### src/rtl/sad_min_engine_if.sv
// Bus bundle for sad_min_engine: window/frame stream in, tagged SAD and running minimum out.
// Handshake: frm_valid has no ready; a word is taken on every edge where frm_valid=1 and clear=0,
// and sad_valid is a one-cycle strobe qualifying sad_value/sad_tag with no back-pressure.
interface sad_min_engine_if #(
  parameter int PIX_W = 8,
  parameter int LANES = 4,
  parameter int ROWS  = 4,
  parameter int TAG_W = 32
);
  localparam int DW    = LANES * PIX_W;
  localparam int SAD_W = PIX_W + $clog2(LANES * ROWS);

  logic             clear;
  logic             win_shift;
  logic [DW-1:0]    win_data;
  logic             frm_valid;
  logic [DW-1:0]    frm_data;
  logic [TAG_W-1:0] frm_tag;
  logic             sad_valid;
  logic [SAD_W-1:0] sad_value;
  logic [TAG_W-1:0] sad_tag;
  logic             min_valid;
  logic [SAD_W-1:0] min_value;
  logic [TAG_W-1:0] min_tag;

  modport master (
    output clear, win_shift, win_data, frm_valid, frm_data, frm_tag,
    input  sad_valid, sad_value, sad_tag, min_valid, min_value, min_tag
  );

  modport slave (
    input  clear, win_shift, win_data, frm_valid, frm_data, frm_tag,
    output sad_valid, sad_value, sad_tag, min_valid, min_value, min_tag
  );
endinterface

### src/rtl/sad_min_engine.sv
// Two-stage SAD engine: candidate = last ROWS-1 frame words plus the current one, compared
// against a ROWS-deep window; keeps the smallest SAD and its tag since the last clear.
module sad_min_engine #(
  parameter int PIX_W = 8,
  parameter int LANES = 4,
  parameter int ROWS  = 4,
  parameter int TAG_W = 32
) (
  input logic             Clk,
  input logic             Reset,
  sad_min_engine_if.slave bus
);
  localparam int DW     = LANES * PIX_W;
  localparam int ROW_W  = PIX_W + $clog2(LANES);
  localparam int SAD_W  = PIX_W + $clog2(LANES * ROWS);
  localparam int FILL_W = $clog2(ROWS);
  localparam logic [FILL_W-1:0] FILL_MAX = FILL_W'(ROWS - 1);

  logic [ROWS-1:0][DW-1:0]    win_q, win_d;
  logic [ROWS-2:0][DW-1:0]    frm_hist_q, frm_hist_d;
  logic [FILL_W-1:0]          fill_q, fill_d;
  logic [ROWS-1:0][ROW_W-1:0] row_sum_q, row_sum_d;
  logic [TAG_W-1:0]           tag1_q, tag1_d;
  logic                       v1_q, v1_d;
  logic [SAD_W-1:0]           sad_value_q, sad_value_d;
  logic [TAG_W-1:0]           sad_tag_q, sad_tag_d;
  logic                       sad_valid_q, sad_valid_d;
  logic                       min_valid_q, min_valid_d;
  logic [SAD_W-1:0]           min_value_q, min_value_d;
  logic [TAG_W-1:0]           min_tag_q, min_tag_d;

  logic [ROWS-1:0][DW-1:0] cand;
  logic [PIX_W-1:0]        pix_a, pix_b, pix_d;
  logic [SAD_W-1:0]        sad_sum;
  logic                    accept, complete;

  // clear takes priority over an incoming frame word
  assign accept   = bus.frm_valid & ~bus.clear;
  assign complete = accept & (fill_q == FILL_MAX);

  always_comb begin
    win_d      = win_q;
    frm_hist_d = frm_hist_q;
    fill_d     = fill_q;
    if (bus.win_shift) begin
      for (int k = 0; k < ROWS - 1; k++) win_d[k] = win_q[k+1];
      win_d[ROWS-1] = bus.win_data;
    end
    if (accept) begin
      for (int k = 0; k < ROWS - 2; k++) frm_hist_d[k] = frm_hist_q[k+1];
      frm_hist_d[ROWS-2] = bus.frm_data;
      if (fill_q != FILL_MAX) fill_d = fill_q + 1'b1;
    end
    if (bus.clear) fill_d = '0;
  end

  // Stage 1: per-row absolute-difference sums against the pre-shift window
  always_comb begin
    pix_a     = '0;
    pix_b     = '0;
    pix_d     = '0;
    row_sum_d = '0;
    for (int k = 0; k < ROWS - 1; k++) cand[k] = frm_hist_q[k];
    cand[ROWS-1] = bus.frm_data;
    for (int r = 0; r < ROWS; r++) begin
      for (int l = 0; l < LANES; l++) begin
        pix_a = cand[r][l*PIX_W +: PIX_W];
        pix_b = win_q[r][l*PIX_W +: PIX_W];
        pix_d = (pix_a >= pix_b) ? (pix_a - pix_b) : (pix_b - pix_a);
        row_sum_d[r] = row_sum_d[r] + ROW_W'(pix_d);
      end
    end
    v1_d   = complete;
    tag1_d = complete ? bus.frm_tag : tag1_q;
  end

  // Stage 2 and the minimum tracker
  always_comb begin
    sad_sum = '0;
    for (int r = 0; r < ROWS; r++) sad_sum = sad_sum + SAD_W'(row_sum_q[r]);
    sad_valid_d = v1_q & ~bus.clear;
    sad_value_d = v1_q ? sad_sum : sad_value_q;
    sad_tag_d   = v1_q ? tag1_q : sad_tag_q;
    min_valid_d = min_valid_q;
    min_value_d = min_value_q;
    min_tag_d   = min_tag_q;
    if (bus.clear) begin
      min_valid_d = 1'b0;
      min_value_d = '1;
    end else if (sad_valid_q && (!min_valid_q || sad_value_q < min_value_q)) begin
      min_valid_d = 1'b1;
      min_value_d = sad_value_q;
      min_tag_d   = sad_tag_q;
    end
  end

  always_ff @(posedge Clk or negedge Reset) begin
    if (!Reset) begin
      win_q       <= '0;
      frm_hist_q  <= '0;
      fill_q      <= '0;
      row_sum_q   <= '0;
      tag1_q      <= '0;
      v1_q        <= 1'b0;
      sad_value_q <= '0;
      sad_tag_q   <= '0;
      sad_valid_q <= 1'b0;
      min_valid_q <= 1'b0;
      min_value_q <= '1;
      min_tag_q   <= '0;
    end else begin
      win_q       <= win_d;
      frm_hist_q  <= frm_hist_d;
      fill_q      <= fill_d;
      row_sum_q   <= row_sum_d;
      tag1_q      <= tag1_d;
      v1_q        <= v1_d;
      sad_value_q <= sad_value_d;
      sad_tag_q   <= sad_tag_d;
      sad_valid_q <= sad_valid_d;
      min_valid_q <= min_valid_d;
      min_value_q <= min_value_d;
      min_tag_q   <= min_tag_d;
    end
  end

  assign bus.sad_valid = sad_valid_q;
  assign bus.sad_value = sad_value_q;
  assign bus.sad_tag   = sad_tag_q;
  assign bus.min_valid = min_valid_q;
  assign bus.min_value = min_value_q;
  assign bus.min_tag   = min_tag_q;
endmodule

### src/flat_wrapper.sv
// flat-port wrapper written by rule: the top's interface ports become plain ports
module sad_min_engine_flat 
#(
  parameter int PIX_W = 8,
  parameter int LANES = 4,
  parameter int ROWS  = 4,
  parameter int TAG_W = 32
)
  (Clk, Reset, bus_clear, bus_win_shift, bus_win_data, bus_frm_valid, bus_frm_data, bus_frm_tag, bus_sad_valid, bus_sad_value, bus_sad_tag, bus_min_valid, bus_min_value, bus_min_tag);
  sad_min_engine_if #(.PIX_W(PIX_W), .LANES(LANES), .ROWS(ROWS), .TAG_W(TAG_W)) bus_i ();
  input logic Clk;
  input logic Reset;
  input wire logic [$bits(bus_i.clear)-1:0] bus_clear;
  input wire logic [$bits(bus_i.win_shift)-1:0] bus_win_shift;
  input wire logic [$bits(bus_i.win_data)-1:0] bus_win_data;
  input wire logic [$bits(bus_i.frm_valid)-1:0] bus_frm_valid;
  input wire logic [$bits(bus_i.frm_data)-1:0] bus_frm_data;
  input wire logic [$bits(bus_i.frm_tag)-1:0] bus_frm_tag;
  output wire logic [$bits(bus_i.sad_valid)-1:0] bus_sad_valid;
  output wire logic [$bits(bus_i.sad_value)-1:0] bus_sad_value;
  output wire logic [$bits(bus_i.sad_tag)-1:0] bus_sad_tag;
  output wire logic [$bits(bus_i.min_valid)-1:0] bus_min_valid;
  output wire logic [$bits(bus_i.min_value)-1:0] bus_min_value;
  output wire logic [$bits(bus_i.min_tag)-1:0] bus_min_tag;
  assign bus_i.clear = bus_clear;
  assign bus_i.win_shift = bus_win_shift;
  assign bus_i.win_data = bus_win_data;
  assign bus_i.frm_valid = bus_frm_valid;
  assign bus_i.frm_data = bus_frm_data;
  assign bus_i.frm_tag = bus_frm_tag;
  assign bus_sad_valid = bus_i.sad_valid;
  assign bus_sad_value = bus_i.sad_value;
  assign bus_sad_tag = bus_i.sad_tag;
  assign bus_min_valid = bus_i.min_valid;
  assign bus_min_value = bus_i.min_value;
  assign bus_min_tag = bus_i.min_tag;
  sad_min_engine #(.PIX_W(PIX_W), .LANES(LANES), .ROWS(ROWS), .TAG_W(TAG_W)) u_core (.Clk(Clk), .Reset(Reset), .bus(bus_i));
endmodule
### config.mk
export PLATFORM = sky130hd
export DESIGN_NAME = sad_min_engine_flat
export DESIGN_NICKNAME = d
export VERILOG_FILES = /design/src/rtl/sad_min_engine_if.sv /design/src/rtl/sad_min_engine.sv /design/src/flat_wrapper.sv
export SDC_FILE = /design/constraint.sdc
export NUM_CORES = 1
export LEC_CHECK = 0
export BUFFER_PORTS_ARGS = -buffer_cell sky130_fd_sc_hd__buf_2
export CORE_MARGIN = 4
export CORE_UTILIZATION = 25
export CTS_BUF_LIST = sky130_fd_sc_hd__clkbuf_16
export CTS_CLUSTER_SIZE = 40
export DETAILED_ROUTE_END_ITERATION = 6
export GPL_ROUTABILITY_DRIVEN = 1
export PLACE_DENSITY = 0.4
export SYNTH_ARGS = -nofsm -noshare
export SYNTH_HDL_FRONTEND = slang
export SYNTH_SLANG_ARGS = --single-unit
### constraint.sdc
create_clock -name Clk -period 8.6 [get_ports Clk]
set_input_delay 1.29 -clock Clk [delete_from_list [all_inputs] [get_ports Clk]]
set_output_delay 1.29 -clock Clk [all_outputs]
set_load 0.05 [all_outputs]
# Yosys cells after proc, flatten, opt, wreduce, memory -nomap -nowiden
# Cells that the tools add are included.
# op_classes
add_sub_neg	48
magnitude_cmp	17
eq_ne	2
mux	23
bitwise	4
reduce_logical	8
# ops
operator	n
8-bit subtractor	32
8-bit >= comparator	16
8-bit 2-to-1 mux	16
10-bit by 8-bit adder with 10-bit output	8
8-bit by 8-bit adder with 9-bit output	4
12-bit by 10-bit adder with 12-bit output	2
12-bit 2-to-1 mux	2
12-bit less-than comparator	1
10-bit by 10-bit adder with 11-bit output	1
2-bit 2-to-1 mux	3
2-bit nonzero test	3
2-bit AND reduction	2
1-bit bitwise AND	3
2-bit by 1-bit adder with 2-bit output, second input constant	1
2-bit == test, second input constant	1
1-bit 2-to-1 mux	2
2-bit inequality test, second input constant	1
1-bit logical AND	1
1-bit zero test	1
1-bit logical OR	1
1-bit inverter	1
# totals
register_bits	389
input_bits	101
output_inout_bits	90
word_cells	122

# Logic depth before layout (Yosys ltp)
# logic_depth
word_depth	5
depth_mapped	26
ltp_nobuf	25

# Worst setup path after synthesis
# Ideal clock, no wire load.
# synth_path
path_kind	input port to flip-flop
startpoint	input port bus_frm_data[8]
endpoint	register u_core.row_sum_q[39] in the netlist's numbering
arrival_ns	5.690
path_slack_ns	2.788
stages	22
path_cell_list	inv_1 ha_1 inv_1 fa_1 nand3_1 nand4_1 a21boi_0 buf_2 mux2_2 fa_1 inv_1 fa_1 inv_1 ha_1 fa_1 a21o_1 a21oi_1 o21bai_1 a21oi_1 nor2b_1 o21ai_0 nand2b_1
# synth_lines
element	line	text
start: declaration	flat_wrapper.sv:17	input wire logic [$bits(bus_i.frm_data)-1:0] bus_frm_data;
end signal: assignment	sad_min_engine.sv:115	row_sum_q <= row_sum_d;
end: declaration	sad_min_engine.sv:22	logic [ROWS-1:0][ROW_W-1:0] row_sum_q, row_sum_d;

==> results.json <==
{
  "status": "complete, no violations",
  "rows": 123,
  "clockRootBuffer": "clkbuf_16",
  "drc": 0,
  "ctsHoldBuffers": 0,
  "maxCapViolCount": 0,
  "min_path_type": "flop to flop",
  "async_flop_share_pct": 100,
  "h-tree-depth": 2,
  "clk_latency_ns": 0.61,
  "cp.arrival_ns": 6.32,
  "grtUsageTotal_pct": 13.3,
  "synth_edf_count": 0,
  "seq_area_sq_um": 9750,
  "grt_remaining_overflow": 0,
  "portBuffers": 190,
  "antenna_found_initial": 8,
  "p_leak_nw": 16.2,
  "cts_setup_buffers": 0,
  "relSlewSlack_pct": 25.2,
  "fin_tns_setup_ns": 0,
  "grt_pass1_vias": 21262,
  "hpwl_um": 63700,
  "design_area_sq_um": 32500,
  "fin_worst_skew_ns": 0.0260,
  "clk_pin_slew_ns": 0.05,
  "synth-main-ff-cell": "dfrtp_1",
  "crit_fanout": 7,
  "fillerInstances": 12134,
  "critPathCaptureType": "flop",
  "grt_max_degree": 99,
  "die_x_um": 345,
  "drtPass1Iterations": 5,
  "whs_endpoint": "u_core.win_q[31]$_DFFE_PN0P_",
  "initialDrtViolationCount": 831,
  "reg2regPathDepth": 24,
  "setup_viol_count_final": 0,
  "drive_gt1_share_pct": 14.7,
  "grt_pass1_wl_um": 126000,
  "ant_nets": 0,
  "wl_per_cell_um": 17.2,
  "yosysWarnings": 0,
  "period_minus_slack_ns": 5.84,
  "cts_buffers": 49,
  "finalCritPeriodShare_pct": 67.9,
  "coreArea_sq_um": 113000,
  "slew_viol_final": 0,
  "worstSetupStartpointType": "primary input",
  "r2r-end": "u_core.row_sum_q[29]$_DFF_PN0_",
  "fin_nets": 3661,
  "rsz0062_at_grt": "false",
  "stdcell_count": 4681,
  "gp_congestion": 0.814,
  "place_inst": 4589,
  "io_pins": 191,
  "ctsLongestPathBuffers": 3,
  "final_common_cell": "inv_1",
  "synthCells": 2985,
  "reg2reg_slack_ns": 3.00,
  "ir_worst_vdd_mv": 0.414,
  "clock-sinks": 389,
  "reg2reg_from": "u_core.cand[64]$_DFFE_PN0P_",
  "via_per_inst": 4.43,
  "min_from": "u_core.win_q[63]$_DFFE_PN0P_",
  "cts_tree": "done",
  "hold_path_depth": 2,
  "synth_seq_area_share_pct": 34.3,
  "num_vias": 20756,
  "dieArea_sq_um": 119000,
  "tightest_slew_ns": 1.12,
  "die_y_um": 345,
  "yosys_register_bits": 389,
  "initial_core_util_pct": 25.2,
  "max_freq_mhz": 171,
  "finalHoldViolations": 0,
  "ctsResizeCount": 0,
  "crit_type": "primary input to flop",
  "final_cell_mix": "inv_1, dfrtp_1, ha_1",
  "avgSynthCellArea_sq_um": 9.52,
  "multi_input_area_sq_um": 16500,
  "synth.distinct_cells": 67,
  "wl_um": 80500,
  "placed_area_sq_um": 30900,
  "syn2layout_area_growth_pct": 14.5,
  "p_per_area_nw_per_um2": 465,
  "syn_nets": 3506,
  "crit_required_ns": 9.08,
  "syn-cell-area_sq_um": 28400
}
[flip-flops by register name, summed over array words and instances, names as in the netlist]
| name | count |
|---|---|
| u_core.pix_b | 8 |
| u_core.cand | 96 |
| u_core.bus.min_value | 12 |
| u_core.bus.sad_tag | 32 |
| u_core.bus.sad_valid | 1 |
| u_core.tag1_q | 32 |
| u_core.fill_q | 2 |
| u_core.row_sum_q | 40 |
| u_core.win_q | 120 |
| u_core.bus.min_tag | 32 |
| u_core.bus.min_valid | 1 |
| u_core.bus.sad_value | 12 |
| u_core.v1_q | 1 |
[cell families after synthesis]
kind of cell	after synthesis	synth area share [%]
buffers and inverters	560	7.71
adder cells (fa/ha/maj)	420	20.7
flip-flops	389	34.3
AND/OR/NAND/NOR	473	7.44
AO/OA/AOI/OAI	765	16.4
XOR/XNOR	147	4.53
multiplexers	231	8.88
[synth_stat cells, types with 4 or more instances]
master	count	area, sq um
buf_6	7	78.8
a2111oi_0	4	35.0
xnor2_1	86	753
and4_1	6	52.6
nand2_1	314	1180
clkbuf_1	68	255
buf_1	6	22.5
fa_1	84	1680
a311oi_1	7	61.3
a21boi_0	10	75.1
xor2_1	61	534
o31a_1	5	43.8
buf_2	28	140
dfrtp_1	377	9430
o21ai_0	286	1430
o21a_1	8	60.1
nand4_1	17	106
nor2b_1	47	294
o21ai_1	4	20.0
a21o_1	72	541
a211oi_1	21	158
mux2_2	153	1720
nor2_1	19	71.3
ha_1	336	4200
mux2i_1	73	731
a221oi_1	10	87.6
nor3_1	11	55.1
a21oi_1	184	921
a31oi_1	18	113
nand2b_1	11	68.8
o22a_1	4	35.0
and3_1	7	43.8
dfstp_2	12	315
o211a_1	5	50.1
nand3_1	23	115
or2_2	5	31.3
inv_1	451	1690
o211ai_1	56	420
o21bai_1	31	233
[routing by layer]
layer  up-vias  share of wire (%)  global-route usage [%]
met4         4                1.8                    2.74
met5         -              0.034                       0
met3        81                3.8                    2.22
met1      9965                 49                    18.7
met2       326                 46                    21.5
li1      10380                  -                       -
[critical path, stage by stage]
cell and delay (ns):
buf_2 0.13, inv_1 0.06, ha_1 0.16, inv_1 0.06
fa_1 0.41, nand3_1 0.10, nand4_1 0.09, a21boi_0 0.73
mux2_2 0.46, fa_1 0.54, inv_1 0.06, fa_1 0.53
inv_1 0.04, ha_1 0.21, fa_1 0.40, a21o_1 0.19
a21oi_1 0.22, o21bai_1 0.09, a21oi_1 0.24, nor2b_1 0.07
o21ai_0 0.15, nand2b_1 0.08
[how the worst max path moves through the flow]
stage	from	end	slack, ns	cells after the start
floorplan	bus_frm_data[8]	u_core.row_sum_q[39]$_DFF_PN0_	2.79	22
global placement	bus_frm_data[8]	u_core.row_sum_q[39]$_DFF_PN0_	2.16	22
detailed placement	bus_frm_data[8]	u_core.row_sum_q[39]$_DFF_PN0_	2.14	22
CTS	bus_frm_data[8]	u_core.row_sum_q[39]$_DFF_PN0_	2.77	22
global route	bus_frm_data[8]	u_core.row_sum_q[39]$_DFF_PN0_	2.44	22
finish	bus_frm_data[8]	u_core.row_sum_q[39]$_DFF_PN0_	2.76	22
[cell type report]
type	count	area share, %
tap	1500	5.77
timing repair buffer	213	3.51
clock buffer	49	3.77
antenna	2	0.0154
multi-input combinational	2036	50.6
clock inverter	41	1.13
inverter	451	5.20
sequential	389	30.0
[report_power, final]
| group | internal, mW | switching, mW | total [mW] | leakage, nW |
|---|---|---|---|---|
| registers | 2.32 | 0.249 | 2.57 | 4.93 |
| clock network | 1.24 | 0.849 | 2.09 | 0.824 |
| logic | 4.53 | 5.95 | 10.5 | 10.4 |
| total | 8.09 | 7.05 | 15.1 | 16.2 |
[through the flow]
step,utilization [%],power (mW),hold WS (ns),setup WS (ns)
floorplan,-,10.6,0.450,2.79
global placement,27.5,13.2,0.463,2.16
detailed placement,27.5,13.2,0.465,2.14
CTS,28.9,15.4,0.479,2.77
global route,28.9,16.9,0.509,2.44
finish,28.9,15.1,0.475,2.76
(Power assumes the default switching activity.)
